--- config.mk ---
export PLATFORM = sky130hd
export DESIGN_NAME = prog_loader
export DESIGN_NICKNAME = d
export VERILOG_FILES = /design/src/rtl/mcu_pkg.sv /design/src/rtl/loader_timeout_counter.sv /design/src/rtl/prog_loader.sv
export SDC_FILE = /design/constraint.sdc
export NUM_CORES = 1
export LEC_CHECK = 0
export ABC_AREA = 1
export CELL_PAD_IN_SITES_DETAIL_PLACEMENT = 1
export CELL_PAD_IN_SITES_GLOBAL_PLACEMENT = 2
export CORE_MARGIN = 3
export CORE_UTILIZATION = 25
export CTS_CLUSTER_DIAMETER = 150
export DETAILED_ROUTE_END_ITERATION = 10
export GPL_ROUTABILITY_DRIVEN = 1
export GPL_TIMING_DRIVEN = 0
export PLACE_DENSITY = 0.61
export SYNTH_ARGS = -nofsm -noshare
export SYNTH_HDL_FRONTEND = slang
export SYNTH_SLANG_ARGS = --single-unit
--- constraint.sdc ---
create_clock -name clk -period 3.32 [get_ports clk]
set_clock_uncertainty 0.05 [all_clocks]
set_input_delay 0.332 -clock clk [delete_from_list [all_inputs] [get_ports clk]]
set_output_delay 0.332 -clock clk [all_outputs]
set_load 0.01 [all_outputs]
--- src/rtl/mcu_pkg.sv ---
// Shared MCU definitions: loader state encoding, default frame marker and
// program-memory address width.
package mcu_pkg;

    localparam int ADDR_W = 8;
    localparam logic [7:0] DEFAULT_SYNC_BYTE = 8'hA5;

    typedef enum logic [2:0] {
        LS_IDLE,
        LS_SYNC,
        LS_LEN,
        LS_DATA,
        LS_CSUM,
        LS_DONE,
        LS_ERR
    } loader_state_t;

    // States in which the loader is receiving a frame
    function automatic logic ls_receiving(loader_state_t s);
        return s inside {LS_SYNC, LS_LEN, LS_DATA, LS_CSUM};
    endfunction

    // States guarded by the inter-byte idle timeout
    function automatic logic ls_timed(loader_state_t s);
        return s inside {LS_LEN, LS_DATA, LS_CSUM};
    endfunction

endpackage

--- src/rtl/loader_timeout_counter.sv ---
// Idle-cycle counter for the program loader; tc_o flags the cycle whose edge
// would bring the count to TIMEOUT.
module loader_timeout_counter #(
    parameter int TIMEOUT = 1000
) (
    input  logic clk_i,
    input  logic rst_ni,
    input  logic clr_i,
    input  logic en_i,
    output logic tc_o
);

    localparam int CW = $clog2(TIMEOUT + 1);
    localparam logic [CW-1:0] LAST = CW'(TIMEOUT - 1);

    logic [CW-1:0] cnt_q;

    // Clear has priority so a byte accepted in the terminal cycle cancels it
    assign tc_o = en_i && !clr_i && (cnt_q == LAST);

    always_ff @(posedge clk_i or negedge rst_ni) begin
        if (!rst_ni) begin
            cnt_q <= '0;
        end else if (clr_i) begin
            cnt_q <= '0;
        end else if (en_i && !tc_o) begin
            cnt_q <= cnt_q + 1'b1;
        end
    end

endmodule

--- src/rtl/prog_loader.sv ---
// Boot-time program loader: keeps the core halted, streams a framed image into
// program memory and releases the core only when the checksum matches.
module prog_loader
    import mcu_pkg::*;
#(
    parameter logic [ADDR_W-1:0] BASE_ADDR = 8'h00,
    parameter logic [7:0]        SYNC_BYTE = DEFAULT_SYNC_BYTE,
    parameter int                TIMEOUT   = 1000
) (
    input  logic              clk,
    input  logic              reset,
    input  logic              start,
    input  logic              rx_valid,
    input  logic [7:0]        rx_data,
    output logic              rx_ready,
    output logic              mem_we,
    output logic [ADDR_W-1:0] mem_addr,
    output logic [7:0]        mem_wdata,
    output logic              core_halt,
    output logic              busy,
    output logic              done,
    output logic              error
);

    loader_state_t     state_q, state_d;
    logic              rx_ready_q, mem_we_q, core_halt_q, busy_q, done_q, error_q;
    logic [ADDR_W-1:0] mem_addr_q, addr_q;
    logic [7:0]        mem_wdata_q, remain_q, sum_q;
    logic              hs, data_hs, tmo;

    assign hs      = rx_valid && rx_ready_q;
    assign data_hs = hs && (state_q == LS_DATA);

    loader_timeout_counter #(
        .TIMEOUT(TIMEOUT)
    ) u_tmo (
        .clk_i (clk),
        .rst_ni(reset),
        .clr_i (hs || !ls_timed(state_q)),
        .en_i  (ls_timed(state_q)),
        .tc_o  (tmo)
    );

    always_comb begin
        state_d = state_q;
        unique case (state_q)
            LS_IDLE: if (start) state_d = LS_SYNC;
            LS_SYNC: if (hs && rx_data == SYNC_BYTE) state_d = LS_LEN;
            LS_LEN: begin
                if (hs)       state_d = (rx_data == 8'h00) ? LS_ERR : LS_DATA;
                else if (tmo) state_d = LS_ERR;
            end
            LS_DATA: begin
                if (hs)       state_d = (remain_q == 8'd1) ? LS_CSUM : LS_DATA;
                else if (tmo) state_d = LS_ERR;
            end
            LS_CSUM: begin
                if (hs)       state_d = (rx_data == sum_q) ? LS_DONE : LS_ERR;
                else if (tmo) state_d = LS_ERR;
            end
            LS_DONE, LS_ERR: if (start) state_d = LS_SYNC;
            default: state_d = LS_IDLE;
        endcase
    end

    always_ff @(posedge clk or negedge reset) begin
        if (!reset) begin
            state_q     <= LS_IDLE;
            rx_ready_q  <= 1'b0;
            busy_q      <= 1'b0;
            mem_we_q    <= 1'b0;
            mem_addr_q  <= BASE_ADDR;
            mem_wdata_q <= 8'h00;
            core_halt_q <= 1'b1;
            done_q      <= 1'b0;
            error_q     <= 1'b0;
            addr_q      <= BASE_ADDR;
            remain_q    <= 8'h00;
            sum_q       <= 8'h00;
        end else begin
            state_q    <= state_d;
            rx_ready_q <= ls_receiving(state_d);
            busy_q     <= ls_receiving(state_d);
            mem_we_q   <= data_hs;

            if (state_q == LS_LEN && hs) begin
                remain_q <= rx_data;
                sum_q    <= 8'h00;
                addr_q   <= BASE_ADDR;
            end

            if (data_hs) begin
                mem_addr_q  <= addr_q;
                mem_wdata_q <= rx_data;
                sum_q       <= sum_q + rx_data;
                addr_q      <= addr_q + 1'b1;
                remain_q    <= remain_q - 1'b1;
            end

            // Status flags move only on state entry
            if (state_d != state_q) begin
                case (state_d)
                    LS_SYNC: begin
                        done_q      <= 1'b0;
                        error_q     <= 1'b0;
                        core_halt_q <= 1'b1;
                    end
                    LS_DONE: begin
                        done_q      <= 1'b1;
                        core_halt_q <= 1'b0;
                    end
                    LS_ERR: begin
                        error_q     <= 1'b1;
                        core_halt_q <= 1'b1;
                    end
                    default: ;
                endcase
            end
        end
    end

    assign rx_ready  = rx_ready_q;
    assign busy      = busy_q;
    assign mem_we    = mem_we_q;
    assign mem_addr  = mem_addr_q;
    assign mem_wdata = mem_wdata_q;
    assign core_halt = core_halt_q;
    assign done      = done_q;
    assign error     = error_q;

endmodule

==> metrics.md, run 1 <==
| Metric | Value |
|---|---|
| Longest Clk Path Bufs | `2` |
| Postcts setup bufs | `0` |
| CP max-delay cell | `clkdlybuf4s50_1` |
| DP Area | `0.00373 mm²` |
| Yosys warns | `0` |
| Critical-path maximum fanout | `5` |
| Clock sink count | `58` |
| Reg2reg setup slack | `1250 ps` |
| CP peak stage delay | `510 ps` |
| WP buf/inv | `1` |
| Net count, final | `467` |
| Async SR Flop Fraction | `1.00` |
| TritonCTS buffer count | `9` |
| Final Hold Vio Count | `0` |
| Most common cell in the netlist | `nand2_1` |
| First-pass GRT wire length | `15000 µm` |
| DRT antenna net count | `0` |
| WL final | `8910 µm` |
| Setup TNS | `0 ps` |
| Vias in the first global route | `2887` |
| DPL Wire Length | `6580 µm` |
| 1st-iter DRT viols | `92` |
| Worst VDD drop | `0.000208 V` |
| Gr ovfl total | `0` |
| PwrDens | `714 mW/mm²` |
| Final instance area | `0.00404 mm²` |
| H-tree depth | `3` |
| CP Depth | `12` |
| WHS | `44.5 ps` |
| Share of layout cells above drive strength 1 | `0.0984` |
| Setup Crit Path Kind | `in -> reg` |
| Remaining routing DRC violations | `0` |
| Hold buffer count at CTS | `0` |
| Mapped cell area | `0.00319 mm²` |
| Initial core utilization | `0.260` |
| Fin crit share | `0.679` |
| CTS tree | `done` |
| Core area | `0.0123 mm²` |
| Vias per Instance | `4.51` |
| Cell Rows | `40` |
| Crit path launch | `rx_data[0]` |
| Die W | `119 µm` |
| Drt first pass iters | `4` |
| Hold WC Path Type | `in -> async` |
| Synth Register Bits | `58` |
| Initial antenna violation count | `0` |
| Clock transition at path regs | `60 ps` |
| Largest net degree at the start of global routing | `59` |
| Post-synthesis cell count | `399` |
| Fin cells | `615` |
| Ant diodes | `0` |
| Yosys cell types | `40` |
| Commonest cells in the netlist | `84 x nand2_1, 57 x dfrtp_1, 46 x inv_1` |
| Final Slew Violations | `0` |
| Min cycle time layout | `2250 ps` |
| Area Growth Syn to Fin | `26.4%` |
| Cells along the critical path | `clkdlybuf4s50_1 -> ha_1 -> fa_1 -> nand2_1 -> nand2_1 -> a21oi_1 -> nor2_1 -> nor2_1 -> nor2_1 -> nor2_1 -> o21ai_0 -> o21ai_0` |
| Final setup fails | `0` |
| Max cap viols | `0` |
| All-layer global routing usage | `0.135` |
| Vias post-DR | `2771` |
| Chip Height | `119 µm` |
| Root Driver | `clkbuf_16` |
| Crit path capture | `sum_q[6]` |
| Max Clock Freq | `444 MHz` |
| Number of flops mapped to enable cells by yosys | `0` |
| Sequential fraction of the synthesis area | `0.455` |
| Post-synthesis average cell area | `8.00 µm²` |
| Gpl congestion | `0.772` |
| CP top delay family | `adder cells` |
| Die area | `0.0142 mm²` |
| RSZ-0062 raised after global routing | `false` |
| Post-synthesis net count | `423` |
| CP Data Arrival Time | `2450 ps` |
| Setup crit end kind | `register` |
| Max_slew headroom | `0.473` |
| Port bufs | `33` |
| Status | `finished clean` |
| Area leader, netlist | `dfrtp_1` |
| Yosys top cell area share | `0.447` |
| Dpl cells | `600` |
| Leakage | `1.83 nW` |
| Worst slew pin tran | `791 ps` |
| Top_reg_cell synth | `dfrtp_1` |
| Clk Latency, worst-skew pair | `330 ps` |
| Top post-synthesis cells by area | `dfrtp_1 45%, nand2_1 9.9%, o21ai_0 5.5%, inv_1 5.4%, nor2_1 4.8%` |
| Critical Path Start Type | `input port` |
| Crit-path most repeated cell | `nor2_1` |
| R2R cell count | `7` |
| Worst endpoint required time | `3520 ps` |
| I/O pin total | `34` |
| Critical R2R Capture | `mem_addr[1]` |
| CTS resizes | `0` |
| Drt wl/cell | `14.5 µm` |
| R2r startpoint | `state_q[2]` |
[area by class of cell]
type                    instances  area [µm²]
fillers                      1457        8230
multi-input cells             280        1500
flip-flops and latches         58        1450
repair buffers                 33         328
clock buffers                  13         270
well taps                     168         210
inverters                      52         195
plain buffers                   9        41.3
clock inverters                 2        35.0
[worst min path at each step]
stage / depth (start not counted) / endpoint / slack (ps)
final: 1 / mem_addr[1] / 40
after global placement: 2 / core_halt / 410
after floorplan: 0 / addr_q[0] / -10
after detailed placement: 2 / error / 420
after global routing: 1 / remain_q[5] / 120
after CTS: 1 / remain_q[5] / 80
[cells by family after synthesis]
group | after synthesis | share of synthesized area
fa+ha+maj | 12 | 0.0494
flops | 58 | 0.455
simple gates | 185 | 0.262
compound gates | 72 | 0.129
buf+inv | 61 | 0.0741
xor+xnor | 11 | 0.0302
[worst register-to-register path: stages (launching register included)]
cell and delay [ps]:
dfrtp_1 440, inv_1 140, nand3_1 170, nor2_2 390
inv_1 200, clkbuf_1 330, nand2_1 140, o21ai_0 80
[where the power goes]
part | total, mW | switching, mW | internal (mW)
Clock | 0.960 | 0.324 | 0.637
Combinational | 0.864 | 0.457 | 0.407
Sequential | 1.06 | 0.133 | 0.926
Total | 2.88 | 0.913 | 1.97
[routing by layer]
metal | routed length, µm | track usage | vias to the layer above
li1 | - | - | 1393
met1 | 4520 | 0.187 | 1333
met2 | 4000 | 0.206 | 34
met3 | 234 | 0.0271 | 11
met4 | 154 | 0.0521 | 0
met5 | 0 | 0 | -
[registers in the layout, summed over array words and instances (netlist names)]
register	flops
addr_q	8
busy	1
core_halt	1
done	1
error	1
mem_addr	8
mem_wdata	8
mem_we	1
remain_q	8
state_q	3
sum_q	8
u_tmo.cnt_q	10
[through the flow]
step	power (mW)	util	worst slack (ps)
after CTS	2.94	0.329	1040
after global routing	3.11	0.329	793
final	2.88	0.329	1070
after floorplan	1.58	-	1530
after global placement	1.92	0.304	-353
after detailed placement	1.95	0.304	723
[placed cells by master, fill, tap and decap left out, types with 4 or more instances in the layout]
cell	instances
a21oi_1	20
inv_2	6
nand2_1	84
xor2_1	9
nand3_1	16
clkbuf_1	5
nand2_2	5
nor2_1	41
nor2_2	4
nand4_1	7
clkbuf_16	9
clkdlybuf4s50_1	32
ha_1	11
nor3b_1	4
dfrtp_1	57
inv_1	46
o21ai_0	35
nor3_1	15
No activity file was read; power rests on OpenSTA's default activity.
==> run 2: changes to the inputs <==
- PLACE_DENSITY: 0.61 -> 0.63
- clock period: 3.32 -> 2 ns (I/O delays scaled with it)
==> run 2 against run 1 <==
- sequential share of layout area is 2.9 points lower
- via count is 3.8% higher
- sequential cell count stayed put
- final cell count is 2.9% higher
- register-to-register slack worse by 1100 ps
- combinational power is 100% higher
- global-route usage is 0.59 points higher
- total power is 75% higher
- die area stayed put
- clock power is 58% higher
- critical path type is now reg -> reg
==> metrics.md, run 2 (synthesis gave the netlist of run 1 again) <==
| Metric | Value |
|---|---|
| DP Area | `0.00373 mm² (unchanged)` |
| Final instance area | `0.00439 mm² (+8.8%)` |
| Max_slew headroom | `0.464 (-0.00868)` |
| Die W | `119 µm (unchanged)` |
| Hold WC Path Type | `in -> reg` |
| Max cap viols | `0 (unchanged)` |
| Core area | `0.0123 mm² (unchanged)` |
| Cell Rows | `40 (unchanged)` |
| Comb pwr share | `0.344 (+0.044)` |
| Vias in the first global route | `2956 (+2.4%)` |
| RSZ-0062 raised after global routing | `true` |
| Final setup fails | `0 (unchanged)` |
| Gpl congestion | `0.741 (-4.0%)` |
| CTS tree | `done` |
| Most common cell after layout, fill and taps aside | `nand2_1` |
| PwrDens | `1150 mW/mm² (+61%)` |
| H-tree depth | `3 (unchanged)` |
| CP max-delay cell | `dfrtp_1` |
| Final Slew Violations | `0 (unchanged)` |
| I/O pin total | `34 (unchanged)` |
| Worst slew pin tran | `804 ps (+13.0 ps)` |
| Clock network fraction of total power | `0.301 (-0.032)` |
| WHS | `329 ps (+285 ps)` |
| Worst VDD drop | `0.000408 V (+97%)` |
| Reg with most FFs | `u_tmo.cnt_q` |
| Met2 Track Usage GR | `0.214 (+0.00777)` |
| CP Data Arrival Time | `2060 ps (-390 ps)` |
| Longest Clk Path Bufs | `2 (unchanged)` |
| First-pass GRT wire length | `15600 µm (+3.9%)` |
| Setup crit end kind | `register` |
| Sequential power share | `0.355 (-0.012)` |
| DRT antenna net count | `0 (unchanged)` |
| Cells along the critical path | `ha_4 -> nor2_1 -> nand2_1 -> nor2_4 -> nand3_2 -> nand2_2 -> nand3_4 -> nand2_2 -> nand2_4 -> nand2_4 -> nand3_4 -> nand3_1 -> nand2_1` |
| CP peak stage delay | `410 ps (-100 ps)` |
| Worst endpoint required time | `2180 ps (-1340 ps)` |
| Most frequent cells in the layout | `75 x nand2_1, 55 x dfrtp_1, 41 x inv_1` |
| Clk Latency, worst-skew pair | `340 ps (about the same)` |
| WP buf/inv | `0 (-1)` |
| Ant diodes | `0 (unchanged)` |
| Die area | `0.0142 mm² (unchanged)` |
| Critical-path maximum fanout | `6 (+1)` |
| Initial core utilization | `0.260 (unchanged)` |
| All-layer global routing usage | `0.141 (+0.00591)` |
| Root Driver | `clkbuf_16` |
| Switching power share of the total | `0.330 (+0.0135)` |
| Power, Total | `5.04 mW (+75%)` |
| Clock transition at path regs | `50 ps (about the same)` |
| Drt first pass iters | `4 (unchanged)` |
| Most Crowded Layer GR | `met2` |
| Vias post-DR | `2876 (+3.8%)` |
| Initial antenna violation count | `0 (unchanged)` |
| Clock sink count | `58 (unchanged)` |
| Port bufs | `33 (unchanged)` |
| Met1 Use GR | `0.194 (+0.00708)` |
| Share of layout cells above drive strength 1 | `0.219 (+0.121)` |
| GR Util met3 | `0.0218 (-0.00522)` |
| Status | `finished clean` |
| Final Hold Vio Count | `0 (unchanged)` |
| Gr ovfl total | `0 (unchanged)` |
| Drt wl/cell | `14.9 µm (+3.0%)` |
| Net count, final | `485 (+3.9%)` |
| Setup Crit Path Kind | `reg -> reg` |
| TritonCTS buffer count | `9 (unchanged)` |
| Critical Path Start Type | `register` |
| Fin crit share | `0.943` |
| Int Power | `3.38 mW (+72%)` |
| CP top delay family | `simple AND/OR/NAND/NOR gates` |
| Area Growth Syn to Fin | `37.6%` |
| Chip Height | `119 µm (unchanged)` |
| Max Clock Freq | `530 MHz` |
| Setup TNS | `0 ps (unchanged)` |
| 1st-iter DRT viols | `93 (+1.1%)` |
| WL final | `9450 µm (+6.1%)` |
| Leakage | `1.97 nW (+7.1%)` |
| Flip-flop count of the largest register after layout | `10 (unchanged)` |
| Min cycle time layout | `1890 ps` |
| Largest net degree at the start of global routing | `59 (unchanged)` |
| Psw | `1.67 mW (+82%)` |
| DPL Wire Length | `6630 µm (+0.69%)` |
| Remaining routing DRC violations | `0 (unchanged)` |
| Vias per Instance | `4.54 (+0.84%)` |
==> run 2: power by group through the flow <==
stage	combinational, mW	sequential (mW)	clock [mW]
floorplan	0.822	1.80	0
global placement	1.43	1.77	0
detailed placement	1.46	1.78	0
CTS	1.56	1.77	1.56
global route	1.98	1.84	1.61
finish	1.74	1.79	1.52
==> run 2: metrics by stage <==
stage	worst slack, ps	util	cells
after floorplan	209	-	399
after global placement	-1550	0.304	600
after detailed placement	-506	0.304	600
after CTS	-0.763	0.335	617
after global routing	-60.2	0.358	633
final	115	0.358	633
==> run 2: repair_timing <==
item / CTS / global route
hold buffers: 1 / 0
buffers inserted: 1 / 16
gates resized for setup: 17 / 48
hold endpoints to repair: 57 / 0
pin swaps: 2 / 24
setup endpoints to repair: 20 / 26
==> run 2: cell type report <==
type	count	area (µm²)
fill	1444	7870
multi-input combinational	280	1730
sequential	58	1460
timing repair buffer	51	468
clock buffer	13	280
tap	168	210
inverter	52	198
buffer	9	43.8
clock inverter	2	10.0
==> run 2: layer usage <==
layer	vias to the layer above	share of wire
met5	-	0
met4	0	0.023
met3	11	0.021
met2	33	0.46
met1	1398	0.50
li1	1434	-
==> run 2: final timing paths <==
path	start	end	slack (ps)	cells after the start
worst min-delay path	rx_data[3]	mem_wdata[3]	330	3
worst min register to register	core_halt	core_halt	410	2
max in group asynchronous	reset	state_q[1]	880	2
worst max-delay path	sum_q[4]	error	110	13
min in group asynchronous	reset	remain_q[7]	460	2
worst max register to register	sum_q[4]	error	110	13
==> run 2: worst register-to-register path, cell delays in order (launching register included) <==
cell and delay [ps]:
dfrtp_1 410, ha_4 250, nor2_1 80, nand2_1 90, nor2_4 130, nand3_2 70
nand2_2 100, nand3_4 80, nand2_2 100, nand2_4 90, nand2_4 80, nand3_4 100
nand3_1 90, nand2_1 50
==> RTL edit (settings of run 1) <==
Reset style: synchronous (`reset` and `rst_ni`), changed in 2 clocked blocks.
--- a/src/rtl/loader_timeout_counter.sv
+++ b/src/rtl/loader_timeout_counter.sv
@@ -19,5 +19,5 @@
     assign tc_o = en_i && !clr_i && (cnt_q == LAST);
 
-    always_ff @(posedge clk_i or negedge rst_ni) begin
+    always_ff @(posedge clk_i) begin
         if (!rst_ni) begin
             cnt_q <= '0;
--- a/src/rtl/prog_loader.sv
+++ b/src/rtl/prog_loader.sv
@@ -64,5 +64,5 @@
     end
 
-    always_ff @(posedge clk or negedge reset) begin
+    always_ff @(posedge clk) begin
         if (!reset) begin
             state_q     <= LS_IDLE;
Check against the original RTL: differs if reset is asserted again (counterexample within 4 cycles, from zero or initial values and one cycle with reset low); with reset held inactive, the same outputs for 10 cycles.
==> RTL edit against run 1 <==
- setup slack worse by 200 ps
- sequential cell count is the same
- sequential share of layout area fell by 6.1 points
- synthesized area fell by 4.4%
- synthesized cell count increased by 10%
- routed wire length increased by 2.8%
- final area fell by 3.8%
- critical endpoint is now error
Power is not compared: it rests on default switching activity, and its combinational part moved more than twofold at a synthesized area within 25%.
==> RTL edit: results (changes against run 1) <==
[run_status]
status = finished, final reports clean

[critical_path]
critical-path-max-stage-delay_ps = 550  ; +40 ps
crit_arrival_ps = 2590  ; +140 ps
worstRegToRegCells = 13  ; +6
critPathTopFamily = simple AND/OR/NAND/NOR gates
r2r_slack_ps = 1170  ; -80 ps
r2r_start = sum_q[4]

[detailed_routing]
wl_per_cell_um = 14.5  ; +0.19%
drtIter0Drc = 129  ; +40%
vias = 2946  ; +6.3%

[logic_synthesis]
synth_flop_cell = dfxtp_1
yosysSeqAreaShare_pct = 38.0  ; -7.5 points
ys_top_cells_by_count = nand2_1, dfxtp_1, nor2_1
synthArstFlopShare_pct = 0  ; -100 points
synth_cell_types = 37  ; -7.5%
synth_nets = 463  ; +9.5%

[finish]
nNetsFinal = 507  ; +8.6%
drive_gt1_share_pct = 8.20  ; -1.6 points
final-instance-count-excl-fill = 631  ; +2.6%

[global_routing]
grt_max_degree = 11  ; -81%
grt_usage_pct = 14.6  ; +1.1 points
grt_first_pass_wirelength_um = 15100  ; +0.41%

[placement]
placed_cell_area_um2 = 3560  ; -4.5%
pre_cts_slack_ps = 466  ; -257 ps
place_congestion = 0.747  ; -3.3%

[sta]
slew_headroom_pct = 51.2  ; +3.9 points

[hold_path]
holdCritPathClass = reg -> reg

[RTL edit: cell types whose count changed after synthesis, sizes merged, moves of 6 or more]
cell,run 1,this run
inv,52,58
a21oi,20,43
clkbuf,4,10
xor2,9,3
nor2,47,63
dfrtp,57,0
dfxtp,0,58
[RTL edit: metal layers]
metal / global-route usage [%] / vias to the layer above / part of all wire, %
li1: - / 1520 / -
met1: 17.9 / 1390 / 47
met2: 24.6 / 27 / 49
met3: 4.72 / 9 / 2.8
met4: 4.18 / 0 / 1.1
met5: 0 / - / 0
[RTL edit: cells by family (layout without fill, tap and decap cells)]
| logic type | count (synthesis) | after routing | synth area share, % |
|---|---|---|---|
| adder cells (fa/ha/maj) | 12 | 12 | 5.16 |
| AND/OR/NAND/NOR | 200 | 200 | 29.6 |
| AO/OA/AOI/OAI | 93 | 93 | 16.6 |
| buffers and inverters | 71 | 120 | 9.10 |
| flip-flops | 58 | 58 | 38.0 |
| XOR/XNOR | 5 | 5 | 1.43 |
[RTL edit: how the worst max path moves through the flow]
stage / slack [ps] / from / end
floorplan: 1540 / rx_data[0] / sum_q[6]
global placement: 490 / rx_data[4] / error
detailed placement: 470 / rx_data[4] / error
CTS: 820 / rx_data[4] / error
global route: 670 / rx_data[4] / error
finish: 870 / rx_data[4] / error
[RTL edit: final cells by class]
cell class,instances,area [µm²]
Fill cell,1468,7780
Multi-Input combinational cell,310,1610
Sequential cell,58,1160
Timing Repair Buffer,33,330
Clock buffer,11,243
Inverter,58,218
Tap cell,143,179
Clock inverter,5,77.6
Buffer,13,60.1
[RTL edit: power breakdown]
| group | switching, mW | internal [mW] | total (mW) |
|---|---|---|---|
| clock network | 0.337 | 0.674 | 1.01 |
| logic | 0.0589 | 0.0344 | 0.0933 |
| registers | 0.00318 | 0.699 | 0.703 |
| total | 0.399 | 1.41 | 1.81 |
